**src/rtl/tx_ppe_ingr_buf_if.sv**
```systemverilog
// tx_ppe_ingr_buf_if: egress credit segment bus (egr_seg_*, tx_credit_rtn) and tx_ppe valid/ready bus (ppe_seg_*); slave = buffer side, master = environment side
interface tx_ppe_ingr_buf_if #(
  parameter int DATA_W = 512,
  parameter int MD_W   = 64,
  parameter int BYTE_W = 6
);
  logic              egr_seg_valid;
  logic              egr_seg_sop;
  logic              egr_seg_eop;
  logic [BYTE_W-1:0] egr_seg_bytes;
  logic [MD_W-1:0]   egr_seg_md;
  logic [DATA_W-1:0] egr_seg_data;
  logic [1:0]        tx_credit_rtn;
  logic              ppe_seg_valid;
  logic              ppe_seg_ready;
  logic              ppe_seg_sop;
  logic              ppe_seg_eop;
  logic              ppe_seg_abort;
  logic [BYTE_W-1:0] ppe_seg_bytes;
  logic [MD_W-1:0]   ppe_seg_md;
  logic [DATA_W-1:0] ppe_seg_data;
  modport slave (
    input  egr_seg_valid, egr_seg_sop, egr_seg_eop, egr_seg_bytes, egr_seg_md, egr_seg_data, ppe_seg_ready,
    output tx_credit_rtn, ppe_seg_valid, ppe_seg_sop, ppe_seg_eop, ppe_seg_abort, ppe_seg_bytes, ppe_seg_md, ppe_seg_data
  );
  modport master (
    output egr_seg_valid, egr_seg_sop, egr_seg_eop, egr_seg_bytes, egr_seg_md, egr_seg_data, ppe_seg_ready,
    input  tx_credit_rtn, ppe_seg_valid, ppe_seg_sop, ppe_seg_eop, ppe_seg_abort, ppe_seg_bytes, ppe_seg_md, ppe_seg_data
  );
endinterface

```
**src/rtl/tx_ppe_ingr_buf.sv**
```systemverilog
// tx_ppe_ingr_buf: framing-checked segment FIFO with credit return and stats; ports cclk/reset, s (segment buses), stat_clr, stat_pkt_cnt/stat_drop_cnt/stat_ovf
module tx_ppe_ingr_buf #(
  parameter int DATA_W = 512,
  parameter int MD_W   = 64,
  parameter int DEPTH  = 8,
  parameter int BYTE_W = $clog2(DATA_W/8)
) (
  input  logic                cclk,
  input  logic                reset,
  tx_ppe_ingr_buf_if.slave    s,
  input  logic                stat_clr,
  output logic [31:0]         stat_pkt_cnt,
  output logic [15:0]         stat_drop_cnt,
  output logic                stat_ovf
);
  localparam int AW = $clog2(DEPTH);
  localparam int CW = $clog2(DEPTH+1);
  typedef struct packed {
    logic              sop;
    logic              eop;
    logic              abort;
    logic [BYTE_W-1:0] bytes;
    logic [MD_W-1:0]   md;
    logic [DATA_W-1:0] data;
  } entry_t;
  typedef enum logic {IDLE, IN_PKT} state_t;
  entry_t        mem_q [DEPTH];
  entry_t        head;
  state_t        st_q, st_d;
  logic [AW-1:0] wr_q, wr_d, rd_q, rd_d;
  logic [CW-1:0] cnt_q, cnt_d;
  logic [1:0]    rtn_q, rtn_d;
  logic [31:0]   pkt_q, pkt_d;
  logic [15:0]   drop_q, drop_d;
  logic          ovf_q, ovf_d;
  logic          full, empty, pop, wr_req, frm_drop, push, ovf_ev;
  always_comb begin
    head     = mem_q[rd_q];
    full     = cnt_q == CW'(DEPTH);
    empty    = cnt_q == '0;
    pop      = !empty && s.ppe_seg_ready;
    wr_req   = s.egr_seg_valid && (s.egr_seg_sop || st_q == IN_PKT);
    frm_drop = s.egr_seg_valid && !wr_req;
    push     = wr_req && (!full || pop);
    // an overflowed segment is lost but the FSM advances as if it was written
    ovf_ev   = wr_req && !push;
    st_d     = wr_req ? (s.egr_seg_eop ? IDLE : IN_PKT) : st_q;
    wr_d     = push ? ((wr_q == AW'(DEPTH-1)) ? '0 : wr_q + 1'b1) : wr_q;
    rd_d     = pop ? ((rd_q == AW'(DEPTH-1)) ? '0 : rd_q + 1'b1) : rd_q;
    cnt_d    = cnt_q + CW'(push) - CW'(pop);
    rtn_d    = 2'(pop) + 2'(frm_drop);
    pkt_d    = stat_clr ? '0 : pkt_q + 32'(pop && head.eop);
    drop_d   = stat_clr ? '0 : drop_q + 16'(frm_drop && drop_q != 16'hFFFF);
    ovf_d    = !stat_clr && (ovf_q || ovf_ev);
  end
  always_ff @(posedge cclk) begin
    if (reset) begin
      st_q   <= IDLE;
      wr_q   <= '0;
      rd_q   <= '0;
      cnt_q  <= '0;
      rtn_q  <= '0;
      pkt_q  <= '0;
      drop_q <= '0;
      ovf_q  <= 1'b0;
    end else begin
      st_q   <= st_d;
      wr_q   <= wr_d;
      rd_q   <= rd_d;
      cnt_q  <= cnt_d;
      rtn_q  <= rtn_d;
      pkt_q  <= pkt_d;
      drop_q <= drop_d;
      ovf_q  <= ovf_d;
    end
  end
  always_ff @(posedge cclk) begin
    if (push) mem_q[wr_q] <= '{sop: s.egr_seg_sop, eop: s.egr_seg_eop, abort: s.egr_seg_sop && st_q == IN_PKT,
                               bytes: s.egr_seg_bytes, md: s.egr_seg_md, data: s.egr_seg_data};
  end
  // head fields are masked so every output reads 0 while the FIFO is empty
  assign s.ppe_seg_valid = !empty;
  assign s.ppe_seg_sop   = !empty && head.sop;
  assign s.ppe_seg_eop   = !empty && head.eop;
  assign s.ppe_seg_abort = !empty && head.abort;
  assign s.ppe_seg_bytes = empty ? '0 : head.bytes;
  assign s.ppe_seg_md    = empty ? '0 : head.md;
  assign s.ppe_seg_data  = empty ? '0 : head.data;
  assign s.tx_credit_rtn = rtn_q;
  assign stat_pkt_cnt    = pkt_q;
  assign stat_drop_cnt   = drop_q;
  assign stat_ovf        = ovf_q;
endmodule

```
**src/flat_wrapper.sv**
```systemverilog
// flat-port wrapper written by rule: the top's interface ports become plain ports
module tx_ppe_ingr_buf_flat 
#(
  parameter int DATA_W = 512,
  parameter int MD_W   = 64,
  parameter int DEPTH  = 8,
  parameter int BYTE_W = $clog2(DATA_W/8)
)
  (cclk, reset, stat_clr, stat_pkt_cnt, stat_drop_cnt, stat_ovf, s_egr_seg_valid, s_egr_seg_sop, s_egr_seg_eop, s_egr_seg_bytes, s_egr_seg_md, s_egr_seg_data, s_ppe_seg_ready, s_tx_credit_rtn, s_ppe_seg_valid, s_ppe_seg_sop, s_ppe_seg_eop, s_ppe_seg_abort, s_ppe_seg_bytes, s_ppe_seg_md, s_ppe_seg_data);
  tx_ppe_ingr_buf_if #(.DATA_W(DATA_W), .MD_W(MD_W), .BYTE_W(BYTE_W)) s_i ();
  input  logic cclk;
  input  logic reset;
  input  logic stat_clr;
  output logic [31:0] stat_pkt_cnt;
  output logic [15:0] stat_drop_cnt;
  output logic stat_ovf;
  input wire logic [$bits(s_i.egr_seg_valid)-1:0] s_egr_seg_valid;
  input wire logic [$bits(s_i.egr_seg_sop)-1:0] s_egr_seg_sop;
  input wire logic [$bits(s_i.egr_seg_eop)-1:0] s_egr_seg_eop;
  input wire logic [$bits(s_i.egr_seg_bytes)-1:0] s_egr_seg_bytes;
  input wire logic [$bits(s_i.egr_seg_md)-1:0] s_egr_seg_md;
  input wire logic [$bits(s_i.egr_seg_data)-1:0] s_egr_seg_data;
  input wire logic [$bits(s_i.ppe_seg_ready)-1:0] s_ppe_seg_ready;
  output wire logic [$bits(s_i.tx_credit_rtn)-1:0] s_tx_credit_rtn;
  output wire logic [$bits(s_i.ppe_seg_valid)-1:0] s_ppe_seg_valid;
  output wire logic [$bits(s_i.ppe_seg_sop)-1:0] s_ppe_seg_sop;
  output wire logic [$bits(s_i.ppe_seg_eop)-1:0] s_ppe_seg_eop;
  output wire logic [$bits(s_i.ppe_seg_abort)-1:0] s_ppe_seg_abort;
  output wire logic [$bits(s_i.ppe_seg_bytes)-1:0] s_ppe_seg_bytes;
  output wire logic [$bits(s_i.ppe_seg_md)-1:0] s_ppe_seg_md;
  output wire logic [$bits(s_i.ppe_seg_data)-1:0] s_ppe_seg_data;
  assign s_i.egr_seg_valid = s_egr_seg_valid;
  assign s_i.egr_seg_sop = s_egr_seg_sop;
  assign s_i.egr_seg_eop = s_egr_seg_eop;
  assign s_i.egr_seg_bytes = s_egr_seg_bytes;
  assign s_i.egr_seg_md = s_egr_seg_md;
  assign s_i.egr_seg_data = s_egr_seg_data;
  assign s_i.ppe_seg_ready = s_ppe_seg_ready;
  assign s_tx_credit_rtn = s_i.tx_credit_rtn;
  assign s_ppe_seg_valid = s_i.ppe_seg_valid;
  assign s_ppe_seg_sop = s_i.ppe_seg_sop;
  assign s_ppe_seg_eop = s_i.ppe_seg_eop;
  assign s_ppe_seg_abort = s_i.ppe_seg_abort;
  assign s_ppe_seg_bytes = s_i.ppe_seg_bytes;
  assign s_ppe_seg_md = s_i.ppe_seg_md;
  assign s_ppe_seg_data = s_i.ppe_seg_data;
  tx_ppe_ingr_buf #(.DATA_W(DATA_W), .MD_W(MD_W), .DEPTH(DEPTH), .BYTE_W(BYTE_W)) u_core (.cclk(cclk), .reset(reset), .s(s_i), .stat_clr(stat_clr), .stat_pkt_cnt(stat_pkt_cnt), .stat_drop_cnt(stat_drop_cnt), .stat_ovf(stat_ovf));
endmodule
```
**config.mk**
```make
export PLATFORM = sky130hd
export DESIGN_NAME = tx_ppe_ingr_buf_flat
export DESIGN_NICKNAME = d
export VERILOG_FILES = /design/src/rtl/tx_ppe_ingr_buf_if.sv /design/src/rtl/tx_ppe_ingr_buf.sv /design/src/flat_wrapper.sv
export SDC_FILE = /design/constraint.sdc
export NUM_CORES = 2
export LEC_CHECK = 0
export CELL_PAD_IN_SITES_DETAIL_PLACEMENT = 0
export CELL_PAD_IN_SITES_GLOBAL_PLACEMENT = 1
export CORE_AREA = 2 2 591 593
export CTS_CLUSTER_SIZE = 12
export DETAILED_ROUTE_END_ITERATION = 7
export DIE_AREA = 0 0 593 595
export PLACE_DENSITY_LB_ADDON = 0.08
export SLEW_MARGIN = 30
export SYNTH_ARGS = -nofsm -noshare
export SYNTH_HDL_FRONTEND = slang
export SYNTH_MEMORY_MAX_BITS = 65536
export SYNTH_SLANG_ARGS = --single-unit
```
**constraint.sdc**
```tcl
create_clock -name cclk -period 68.6 [get_ports cclk]
set_input_delay 13.72 -clock cclk [delete_from_list [all_inputs] [get_ports cclk]]
set_output_delay 13.72 -clock cclk [all_outputs]
set_load 0.01 [all_outputs]
```
# == Yosys cells after proc, flatten, opt, wreduce, memory -nomap -nowiden ==
# Memory sizes are Yosys's and may differ from the RTL's. A register that Yosys moved wholly into a read port is not among the register bits.
# Cells that the tools add are included.
# Widths: inputs -> output; s select.
# totals
regBits,62
ramBits,4680
n_memories,1
# op_classes
addsub,7
eq_ne,4
muxes,10
reduce_logical,22
# mem_list
memory,depth,width,rd,rd_ports_with_merged_regs,wr,line_no,text
u_core.mem_q,8,585,1,1,1,tx_ppe_ingr_buf.sv:27,entry_t mem_q [DEPTH];
# op_table
op,n
$mux 512,1
$mux 64,1
$add 32x1->32,1
$add 16x1->16,1
$ne 16x16->1 const B,1
$logic_and 1x1->1,12
$mux 3,4
$add 3x1->3 const B,2
$eq 3x3->1 const B,2
$mux 6,1
$logic_not 1->1,5
$add 4x1->4,1
$eq 4x4->1 const B,1
$logic_not 4->1,1
$sub 4x1->4,1
$logic_or 1x1->1,3
$mux 1,3
$add 1x1->2,1
$reduce_or 2->1,1

# == Logic depth before layout (Yosys ltp) ==
# logic_depth
ltp_word,9
depth_mapped,13

# == Least setup slack after synthesis ==
# No wires, ideal clock.
# synth_path
kind,input-to-reg
start,input s_ppe_seg_ready
end,memory u_core.mem_q[6][0] in the netlist's numbering (enable)
arrival_ps,56683
required_time_ps,66229
slack_ps,9545
stages,4
cell_sequence,nand2b_1 a31oi_1 nand2_1 nor3b_1
# synth_via
elab_chain_cells,5
# synth_rtl
item,line_no,text
start: declaration,flat_wrapper.sv:23,input wire logic [$bits(s_i.ppe_seg_ready)-1:0] s_ppe_seg_ready;
$logic_and 1x1->1,tx_ppe_ingr_buf.sv:41,pop = !empty && s.ppe_seg_ready;
$logic_or 1x1->1,tx_ppe_ingr_buf.sv:44,push = wr_req && (!full || pop);
$logic_and 1x1->1,tx_ppe_ingr_buf.sv:44,
net u_core.push,tx_ppe_ingr_buf.sv:36,"logic full, empty, pop, wr_req, frm_drop, push, ovf_ev;"
$mux 1,tx_ppe_ingr_buf.sv:78,"if (push) mem_q[wr_q] <= '{sop: s.egr_seg_sop, eop: s.egr_seg_eop, abort: s.egr_seg_sop && st_q == IN_PKT,"
$mux 1 (implied by the code),tx_ppe_ingr_buf.sv:78,
end: declaration,tx_ppe_ingr_buf.sv:27,
# The timed path passes the listed nets, and every way through them passes these cells.

==> metrics <==
worst rel slew slack=25.3%; status=finished clean; Initial Utilization=about half; Clock Skew=~52 ps; gpl congestion=0.773; total power=about 7.4 mW; # DRC=0; WL met1=approximately 170 mm; Die W=slightly below 600 µm; post-synth cell types=a little over 40; part of the cycle the worst path needs=31.1%; Syn Inst Count=around 7800; port bufs=~1200; first-pass GRT wire length=about 630 mm; vias in the first global route=between 80000 and 90000; crit path launch type=register; Tot GR Track Use=around a quarter; Setup Crit Path Kind=reg -> out; Die Span Y=595 µm; Yosys reg bits=4745; CTS tree=built; largest net degree at the start of global routing=126; number of cells on the worst reg-to-reg path=11; Final Setup Violations=0; clk slew on worst S/H paths=60 ps; total number of vias=roughly 85000; area delta synth->final=18.1%; max-slew violations=0; Post-synth EDFFs=approximately 4700; share of post-route cells with drive strength above 1=about a fifth; worst-margin pin slew=approximately 1100 ps; total negative setup slack=0 ps; H-tree Lvls=5; maximum clock path buffer count=4; final hold vios=0; max layer used=met5; post-synth top area share=roughly 78%; CP Capture Type=output port; core area=between 300000 and 400000 µm²; sequential element share of the synthesized area=approximately four fifths; MaxCap Viol Count=0; hold_buf cts=0; Area contributors post-synth=edfxtp_1 78%, mux4_2 15%, mux2i_1 3.3%; Die Footprint=between 300000 and 400000 µm²; I/O Pins=between 1000 and 1500; clk_lat worst skew=about 970 ps; half-perimeter wire length after placement=between 200 and 300 mm; largest area contributor in the netlist=edfxtp_1; minimum clock period=between 20000 and 25000 ps; met3 WL=~42 mm; Rows=217; synth cell count leaders=4680 x edfxtp_1, 1170 x mux4_2, 620 x nor2_1, 587 x mux2i_1, 204 x clkbuf_1; CTS root buf=clkbuf_16; Routed WL=440 mm; f_max=around 0.047 GHz; metal2 WL=~210 mm; final net count=about 9800; Avg WL per Cell=about 31 µm; Min Hold Slack=496 ps; worst-path maximum fanout=between 60 and 70; Worst Hold Class=reg -> reg; most common cell in the synthesized netlist=edfxtp_1; Post-synth ARST share=0%; Power Density=34.8 nW/µm²; maximum vdd ir drop=between 0.04 and 0.05 mV; # fillers=24200; worst setup margin=between 40000 and 50000 ps; Place WS=48070 ps; Netlist Area Pre-Place=between 150000 and 200000 µm²; CTS buffer count=approximately 480; Hold Path Depth=2; initial DRC count=between 7000 and 8000; CP arrival=between 7000 and 8000 ps; dominant synthesized flop cell=edfxtp_1; Sink Count=4745; post-layout util=around 60%; Yosys warning total=0; initial antenna violation count=around 210; Pre-antenna DRT Iters=7; post-route ant nets=0; Mapped Nets=8355; # Post-CTS Setup Buffers=0; vias per cell=between 5 and 6; Leak=approximately 64 nW; Overflow after GRT=0; RSZ-0062 raised after global routing=no; post_cts resized=0; Critical Path RT=approximately 55000 ps; Mean Syn Cell Area=about 23 µm²
[per-stage QoR]
step / instances / instance area [µm²]
after floorplan: 7751 / 180000
after global placement: 13300 / 197000
after detailed placement: 13300 / 198000
after CTS: 14200 / 212000
after global routing: 14200 / 212000
final: 14200 / 212000
[where the power goes]
| group | internal, mW | total, mW | switching, mW |
|---|---|---|---|
| combinational | 0.793 | 1.72 | 0.926 |
| sequential | 3.26 | 3.28 | 0.0207 |
| clock | 1.33 | 2.38 | 1.05 |
[placed cells by master, fill, tap and decap left out, types with 8 or more instances in the layout]
| cell | n |
|---|---|
| or4_1 | 11 |
| clkinv_2 | 44 |
| dfxtp_1 | 62 |
| buf_4 | 109 |
| xnor2_1 | 8 |
| nand2_1 | 24 |
| buf_16 | 12 |
| clkdlybuf4s50_1 | 1225 |
| ha_1 | 14 |
| clkbuf_16 | 488 |
| nand4_1 | 13 |
| or3_1 | 12 |
| o21ai_0 | 11 |
| clkbuf_1 | 136 |
| xor2_1 | 17 |
| diode_2 | 85 |
| mux4_2 | 1170 |
| nor2_1 | 618 |
| edfxtp_1 | 4680 |
| o31ai_1 | 10 |
| inv_6 | 13 |
| bufinv_16 | 10 |
| inv_1 | 9 |
| buf_12 | 26 |
| mux2i_1 | 587 |
| and4_1 | 9 |
| a21oi_1 | 28 |
| buf_6 | 17 |
| clkinv_1 | 121 |
| nand3_1 | 17 |
[worst paths after layout]
kind                           start                       to  slack, ps
max                         register      s_ppe_seg_data[350]      47280
max reg2reg          u_core.cnt_q[2]     u_core.mem_q[0][141]      61920
min reg2reg  u_core.stat_pkt_cnt[31]  u_core.stat_pkt_cnt[31]        500
min          u_core.stat_pkt_cnt[31]  u_core.stat_pkt_cnt[31]        500
[state kept, by name, indices dropped and copies added, names as in the netlist, named ones only]
| signal | cells |
|---|---|
| u_core.stat_ovf | 1 |
| u_core.wr_q | 3 |
| u_core.s.tx_credit_rtn | 2 |
| u_core.cnt_q | 4 |
| u_core.st_q | 1 |
| u_core.stat_drop_cnt | 16 |
| u_core.stat_pkt_cnt | 32 |
| u_core.mem_q | 4680 |
| u_core.rd_q | 3 |
[metal layers]
layer | GRT usage (%) | vias up
met3 | 7.68 | 802
li1 | - | 35500
met2 | 38.5 | 2924
met1 | 33.4 | 45300
met4 | 8.41 | 146
met5 | 0 | -
[layout make-up]
| type | count | area (µm²) | share of cell area, % |
|---|---|---|---|
| flip-flops and latches | 4745 | 142000 | 66.9 |
| multi-input cells | 2594 | 36100 | 17.0 |
| well taps | 4599 | 5750 | 2.71 |
| inverters | 9 | 33.8 | 0.0159 |
| repair buffers | 1389 | 14100 | 6.66 |
| diodes | 85 | 213 | 0.100 |
| clock buffers | 626 | 12700 | 6.01 |
| clock inverters | 201 | 1360 | 0.639 |
[worst max-delay path: stages (launching register included)]
cell and delay (ps):
dfxtp_4 800, buf_4 870, buf_4 820, buf_4 790, buf_4 780, buf_4 740
mux4_2 420, mux2i_1 570, nor2_1 100, clkdlybuf4s50_1 510
[logic make-up (layout without fill, tap and decap cells)]
logic type,after synthesis,after routing,share of synthesized area [%]
DFF,4745,4745,79.0
muxes,1757,1757,17.9
and+or+nand+nor,739,739,1.69
buffers and inverters,412,2225,0.955
AOI/OAI and AO/OA,58,58,0.189
xor gates and xnor gates,25,25,0.122
adders and majority gates,15,15,0.109
other,0,85,0
(Power assumes the default switching activity.)
